==> src/rtl/subword_dr_seq.sv <==
// ============================================================================
// Module   : subword_dr_seq (with leaf cell Sbox8b)
// Brief    : Dual-rail AES SubWord engine sharing SBOX_COUNT S-box cells over
//            byte groups, with a precharge spacer before every evaluation.
// Options  : define SUBWORD_RAIL_CHECK_EN for the sticky rail-integrity checker
// Revision : 1.0 - initial release
// ============================================================================
`default_nettype none

module Sbox8b #(
    parameter int LAT = 3
) (
    input  logic [7:0] i_t,
    input  logic [7:0] i_f,
    input  logic [1:0] i_multi_cycle,
    input  logic       i_flipflpoindicator,
    output logic [7:0] o_t,
    output logic [7:0] o_f
);
    localparam logic [1:0] c_LAST = 2'(LAT - 1);

    function automatic logic [7:0] f_gmul(input logic [7:0] a, input logic [7:0] b);
        logic [7:0] r;
        logic [7:0] x;
        r = 8'h00;
        x = a;
        for (int i = 0; i < 8; i++) begin
            if (b[i]) r = r ^ x;
            x = {x[6:0], 1'b0} ^ (x[7] ? 8'h1b : 8'h00);
        end
        return r;
    endfunction

    // GF(2^8) inverse as a^254, then the AES affine transform
    function automatic logic [7:0] f_sbox(input logic [7:0] a);
        logic [7:0] p;
        logic [7:0] inv;
        p   = a;
        inv = 8'h01;
        for (int i = 0; i < 7; i++) begin
            p   = f_gmul(p, p);
            inv = f_gmul(inv, p);
        end
        return inv ^ {inv[6:0], inv[7]} ^ {inv[5:0], inv[7:6]} ^
               {inv[4:0], inv[7:5]} ^ {inv[3:0], inv[7:4]} ^ 8'h63;
    endfunction

    logic w_fire;
    assign w_fire = i_flipflpoindicator && (i_multi_cycle == c_LAST);
    assign o_t    = w_fire ? f_sbox(i_t) : 8'h00;
    assign o_f    = w_fire ? ~f_sbox(~i_f) : 8'h00;
endmodule

module subword_dr_seq #(
    parameter int BYTE       = 8,
    parameter int WORD_BYTES = 4,
    parameter int SBOX_COUNT = 2,
    parameter int SBOX_LAT   = 3
) (
    input  logic                       Clk,
    input  logic                       Reset,
    input  logic                       In_Valid,
    output logic                       In_Ready,
    input  logic [BYTE*WORD_BYTES-1:0] In_Word_T,
    input  logic [BYTE*WORD_BYTES-1:0] In_Word_F,
    output logic                       Out_Valid,
    input  logic                       Out_Ready,
    output logic [BYTE*WORD_BYTES-1:0] Out_Word_T,
    output logic [BYTE*WORD_BYTES-1:0] Out_Word_F,
    output logic                       Busy,
    output logic                       Rail_Error
);
    localparam int c_W   = BYTE * WORD_BYTES;
    localparam int c_G   = WORD_BYTES / SBOX_COUNT;
    localparam int c_GW  = BYTE * SBOX_COUNT;
    localparam int c_GIW = (c_G > 1) ? $clog2(c_G) : 1;
    localparam logic [1:0]       c_LAST  = 2'(SBOX_LAT - 1);
    localparam logic [c_GIW-1:0] c_GLAST = c_GIW'(c_G - 1);

    localparam logic [1:0] c_IDLE = 2'd0;
    localparam logic [1:0] c_PRE  = 2'd1;
    localparam logic [1:0] c_EVAL = 2'd2;
    localparam logic [1:0] c_OUT  = 2'd3;

    logic [1:0]       r_state;
    logic [c_GIW-1:0] r_grp;
    logic [1:0]       r_cnt;
    logic [c_W-1:0]   r_in_t, r_in_f, r_res_t, r_res_f;
    logic [c_GW-1:0]  w_grp_t, w_grp_f;
    logic [c_GW-1:0]  w_sbox_in_t, w_sbox_in_f, w_sbox_out_t, w_sbox_out_f;
    logic [1:0]       w_sbox_mc;
    logic             w_sbox_ffi;
    logic             w_accept, w_capture;

    assign In_Ready   = (r_state == c_IDLE);
    assign Busy       = (r_state != c_IDLE);
    assign Out_Valid  = (r_state == c_OUT);
    // Partial results never leave the block
    assign Out_Word_T = Out_Valid ? r_res_t : '0;
    assign Out_Word_F = Out_Valid ? r_res_f : '0;
    assign w_accept   = In_Valid && In_Ready;
    assign w_capture  = (r_state == c_EVAL) && (r_cnt == c_LAST);

    always_comb begin
        w_grp_t = '0;
        w_grp_f = '0;
        for (int g = 0; g < c_G; g++) begin
            if (r_grp == c_GIW'(g)) begin
                w_grp_t = r_in_t[g*c_GW +: c_GW];
                w_grp_f = r_in_f[g*c_GW +: c_GW];
            end
        end
    end

    // Outside EVAL the shared cells see the all-zero spacer
    assign w_sbox_ffi  = (r_state == c_EVAL);
    assign w_sbox_in_t = w_sbox_ffi ? w_grp_t : '0;
    assign w_sbox_in_f = w_sbox_ffi ? w_grp_f : '0;
    assign w_sbox_mc   = w_sbox_ffi ? r_cnt : 2'd0;

    for (genvar gi = 0; gi < SBOX_COUNT; gi++) begin : g_sbox
        Sbox8b #(.LAT(SBOX_LAT)) u_sbox (
            .i_t                 (w_sbox_in_t[gi*BYTE +: BYTE]),
            .i_f                 (w_sbox_in_f[gi*BYTE +: BYTE]),
            .i_multi_cycle       (w_sbox_mc),
            .i_flipflpoindicator (w_sbox_ffi),
            .o_t                 (w_sbox_out_t[gi*BYTE +: BYTE]),
            .o_f                 (w_sbox_out_f[gi*BYTE +: BYTE])
        );
    end

    always_ff @(posedge Clk) begin
        if (Reset) begin
            r_state <= c_IDLE;
            r_grp   <= '0;
            r_cnt   <= 2'd0;
            r_in_t  <= '0;
            r_in_f  <= '0;
            r_res_t <= '0;
            r_res_f <= '0;
        end else begin
            case (r_state)
                c_IDLE: begin
                    if (w_accept) begin
                        r_in_t  <= In_Word_T;
                        r_in_f  <= In_Word_F;
                        r_grp   <= '0;
                        r_state <= c_PRE;
                    end
                end
                c_PRE: begin
                    r_cnt   <= 2'd0;
                    r_state <= c_EVAL;
                end
                c_EVAL: begin
                    if (w_capture) begin
                        for (int g = 0; g < c_G; g++) begin
                            if (r_grp == c_GIW'(g)) begin
                                r_res_t[g*c_GW +: c_GW] <= w_sbox_out_t;
                                r_res_f[g*c_GW +: c_GW] <= w_sbox_out_f;
                            end
                        end
                        r_cnt <= 2'd0;
                        if (r_grp == c_GLAST) begin
                            r_state <= c_OUT;
                        end else begin
                            r_grp   <= r_grp + 1'b1;
                            r_state <= c_PRE;
                        end
                    end else begin
                        r_cnt <= r_cnt + 2'd1;
                    end
                end
                c_OUT: begin
                    if (Out_Ready) begin
                        r_state <= c_IDLE;
                        r_in_t  <= '0;
                        r_in_f  <= '0;
                        r_res_t <= '0;
                        r_res_f <= '0;
                    end
                end
                default: r_state <= c_IDLE;
            endcase
        end
    end

`ifdef SUBWORD_RAIL_CHECK_EN
    logic r_rail_err;
    always_ff @(posedge Clk) begin
        if (Reset) begin
            r_rail_err <= 1'b0;
        end else if (w_accept && (|(In_Word_T ~^ In_Word_F))) begin
            r_rail_err <= 1'b1;
        end else if (w_capture && (|(w_sbox_out_t ~^ w_sbox_out_f))) begin
            r_rail_err <= 1'b1;
        end
    end
    assign Rail_Error = r_rail_err;
`else
    assign Rail_Error = 1'b0;
`endif
endmodule

`default_nettype wire

==> config.mk <==
export PLATFORM = sky130hd
export DESIGN_NAME = subword_dr_seq
export DESIGN_NICKNAME = d
export VERILOG_FILES = /design/src/rtl/subword_dr_seq.sv
export SDC_FILE = /design/constraint.sdc
export NUM_CORES = 2
export LEC_CHECK = 0
export ABC_CLOCK_PERIOD_IN_PS = 18600
export BUFFER_PORTS_ARGS = -buffer_cell sky130_fd_sc_hd__buf_2
export CORE_MARGIN = 2
export CORE_UTILIZATION = 45
export CTS_BUF_LIST = sky130_fd_sc_hd__clkbuf_2 sky130_fd_sc_hd__clkbuf_4 sky130_fd_sc_hd__clkbuf_8
export CTS_CLUSTER_SIZE = 24
export DETAILED_ROUTE_END_ITERATION = 10
export GPL_TIMING_DRIVEN = 0
export PLACE_DENSITY = 0.68
export SYNTH_ARGS = -nofsm -noshare
export SYNTH_HDL_FRONTEND = slang
export SYNTH_HIERARCHICAL = 1
export SYNTH_SLANG_ARGS = --single-unit
==> constraint.sdc <==
create_clock -name Clk -period 18.6 [get_ports Clk]
set_input_delay 0 -clock Clk [delete_from_list [all_inputs] [get_ports Clk]]
set_output_delay 0 -clock Clk [all_outputs]
set_load 0.01 [all_outputs]
==> results.md <==
- Reg2reg end: r_res_f[16]
- Critical path required time: 19060 ps
- Initial antenna violation count: 3
- Dominant cell by count in the synthesized netlist: xnor2_1
- CTS tree: yes
- Measured slew at the worst slew-check pin: roughly 1400 ps
- Hold_sp: In_Valid
- Final min period: 17950 ps
- Vias in the first global route: 64000
- Cell taking the most area after synthesis: xnor2_1
- Crit path buf inv count: 17
- Critical Path Fanout Max: 10
- Worst path slowest cell: or4_1
- Clock transition at path regs: around 90 ps
- Via density: 6.09
- Residual DRC: 0
- Footprint of the multi-input gates: about 63000 um^2
- First-pass GRT wire length: approximately 360000 um
- Port Buf Inserts: 133
- Slew Viols, Final: 0
- ANT nets after route: 0
- Hold Path End: r_state[0]
- Status: finished clean
- CTS buffer count: 17
- Chip height: ~390 um
- Total congestion overflow: 0
- Synthesis-to-finish area growth: 13.1%
- Worst Setup End Kind: flip-flop
- DR WL/cell: about 20 um
- Reg2Reg Depth: 74
- 1st-iter DRT viols: just over 8000
- Max_cap viols: 0
- Worst hold stages: 5
- Synth area leaders: xnor2_1 23%, xnor3_1 8.8%, nor2_1 7.4%
- Crit path DAT: approximately 18000 ps
- Final setup violation count: 0
- Synth Area in Adders: 0.00650
- Synth unique cells: between 100 and 150
- Mux contribution to synthesized area: 0.0451
- Total core area: between 100000 and 150000 um^2
- Crit Path Class: flip-flop to flip-flop
- FF-to-FF setup slack: around 650 ps
- I/O Pins: 136
- FP Rows: ~140
- Syn_area_per_cell: between 7 and 8 um^2
- Synth Warn #: 6
- Mapped Nets: 9246
- Post-layout instance area: 74000 um^2
- Simple-gate share of the synthesized area: 0.223
- Top cell types by occurrence after synthesis: 1690 x xnor2_1, 1282 x nor2_1, 971 x nand2_1
- Final Core Density: 0.514
- TritonRoute pass-1 iters: 8
- Clock insertion delay at the later pin of the skew report: approximately 550 ps
- CP peak stage delay: 650 ps
- Yosys top cell area share: 0.226
- Synth Register Bits: between 100 and 150
- Post-synthesis async set-or-reset flop share: 0
- Slew HR: 0.0758
- Mapped Cells: 9144
- Total clock sinks: 133
- Routability Congestion: around 0.98
- Die area: between 100000 and 150000 um^2
- Placed cell area: 68500 um^2
- H-tree Lvls: 4
- Chip Width: 385 um
- CP Launch Type: flip-flop
- Clk root buf: clkbuf_8
- Clock skew: 29.3 ps
- Register area: 2660 um^2
- Synth Area in Compound Gates: 0.204
- Vias post-DR: between 60000 and 70000
- Seq/Total Area, Yosys: 0.0407
- Fmax: between 50 and 60 MHz
- Synthesized area: 65500 um^2
- Initial Utilization: 0.455
- Layout Nets: approximately 9600
- Total Routing Usage GR: 0.290
- Fill cell count: between 10000 and 15000
- Top delay family on crit path: compound AO/OA/AOI/OAI gates
- Detailed placer's ending HPWL: between 150000 and 200000 um
- Hold Crit Class: primary input to flip-flop
- Largest family of logic cells by synthesized area: XOR/XNOR gates
- EDFF count, synth: 0
- Largest net degree at the start of global routing: 17
- XOR/XNOR share of the synthesized area: 0.428
- Top_reg_cell synth: dfxtp_1
- Share of post-route cells with drive strength above 1: 0.126
- Fin. Hold Viols: 0
- Reg2reg start: r_state[0]
- Worst Setup SP: r_state[0]
- Crit path top cell by count: xnor2_2
- Tcrit/Tclk final: 0.965
- Maximum clock path buffer count: 2
- Wirelength, routed: roughly 230000 um
## sequential cells by signal, summed over array words and instances (netlist names)
name,count
r_in_t,32
r_grp,1
r_state,2
r_cnt,2
r_res_f,32
r_in_f,32
r_res_t,32
## layout make-up
cell class | count | share of cell area
antenna | 3 | 0.000101
buffer | 659 | 0.0423
clock buffer | 20 | 0.00372
clock inverter | 12 | 0.00257
inverter | 109 | 0.00575
multi-input combinational | 8239 | 0.845
sequential | 133 | 0.0360
tap | 1903 | 0.0322
timing repair buffer | 328 | 0.0326
## stage by stage
step	cells	setup TNS, ps	setup slack (ps)	hold slack, ps
finish	11400	0	645	84.7
global route	11400	-721	-115	148
CTS	11300	0	9.28	44.9
detailed placement	11200	-184980	-3650	262
global placement	11200	-171000	-3280	248
floorplan	9144	0	1470	161
## kinds of logic after synthesis
kind of cell | count (synthesis)
AOI/OAI and AO/OA | 2041
and+or+nand+nor | 3289
adders and majority gates | 34
DFF | 133
xor gates and xnor gates | 2590
buffers and inverters | 772
other | 1
muxes | 284
## layout by cell type (no fill, tap or decap), types with 37 or more instances in the layout
cell	count
xor2_2	63
nor3_1	228
buf_1	43
nand2_1	967
or3_1	50
xnor2_2	187
a221oi_1	37
nor2b_1	118
clkbuf_1	334
and2_1	109
a211oi_1	93
nor2_1	1276
a31oi_1	113
nand2b_1	56
xor2_1	415
clkbuf_2	47
dlygate4sd3_1	64
mux2i_1	232
nand3_1	207
xnor2_4	63
xnor3_1	240
o211ai_1	78
o22ai_1	134
a21oi_1	524
buf_2	270
inv_1	74
o21ai_1	49
buf_4	180
dfxtp_1	132
a22oi_1	142
o21ai_0	390
xnor2_1	1530
## worst max path at each step
| stage | to | slack [ps] | depth (start not counted) |
|---|---|---|---|
| after floorplan | r_res_f[19] | 1470 | 72 |
| after detailed placement | r_res_f[0] | -3650 | 72 |
| after CTS | r_res_f[4] | 9 | 72 |
| after global placement | r_res_f[0] | -3280 | 70 |
| final | r_res_f[16] | 650 | 74 |
| after global routing | r_res_f[11] | -120 | 72 |
## tightest hold or removal path, stage by stage
cell and delay, ps:
buf_2 150, nor2b_1 160, a211oi_1 100, nor2_1 100, a211oi_1 50
## per-layer routing
metal  GRT usage  routed length, um  vias up
met3      0.0279              18400      446
met2       0.468             105000     3510
met5           0                  0        -
met1       0.409              99500    33200
li1            -                  -    32300
met4      0.0775               5690        0
## what timing repair did
| action | CTS | global route |
|---|---|---|
| setup endpoints to repair | 64 | 64 |
| cloned | 0 | 0 |
| buffers inserted | 27 | 103 |
| hold buffers | 64 | 0 |
| pin swaps | 17 | 72 |
| hold endpoints to repair | 64 | 0 |
| resized for setup | 203 | 394 |
Power is left out: the tool's default activity adds up to more than one toggle a clock period on the data nets, which glitch-free logic cannot reach.
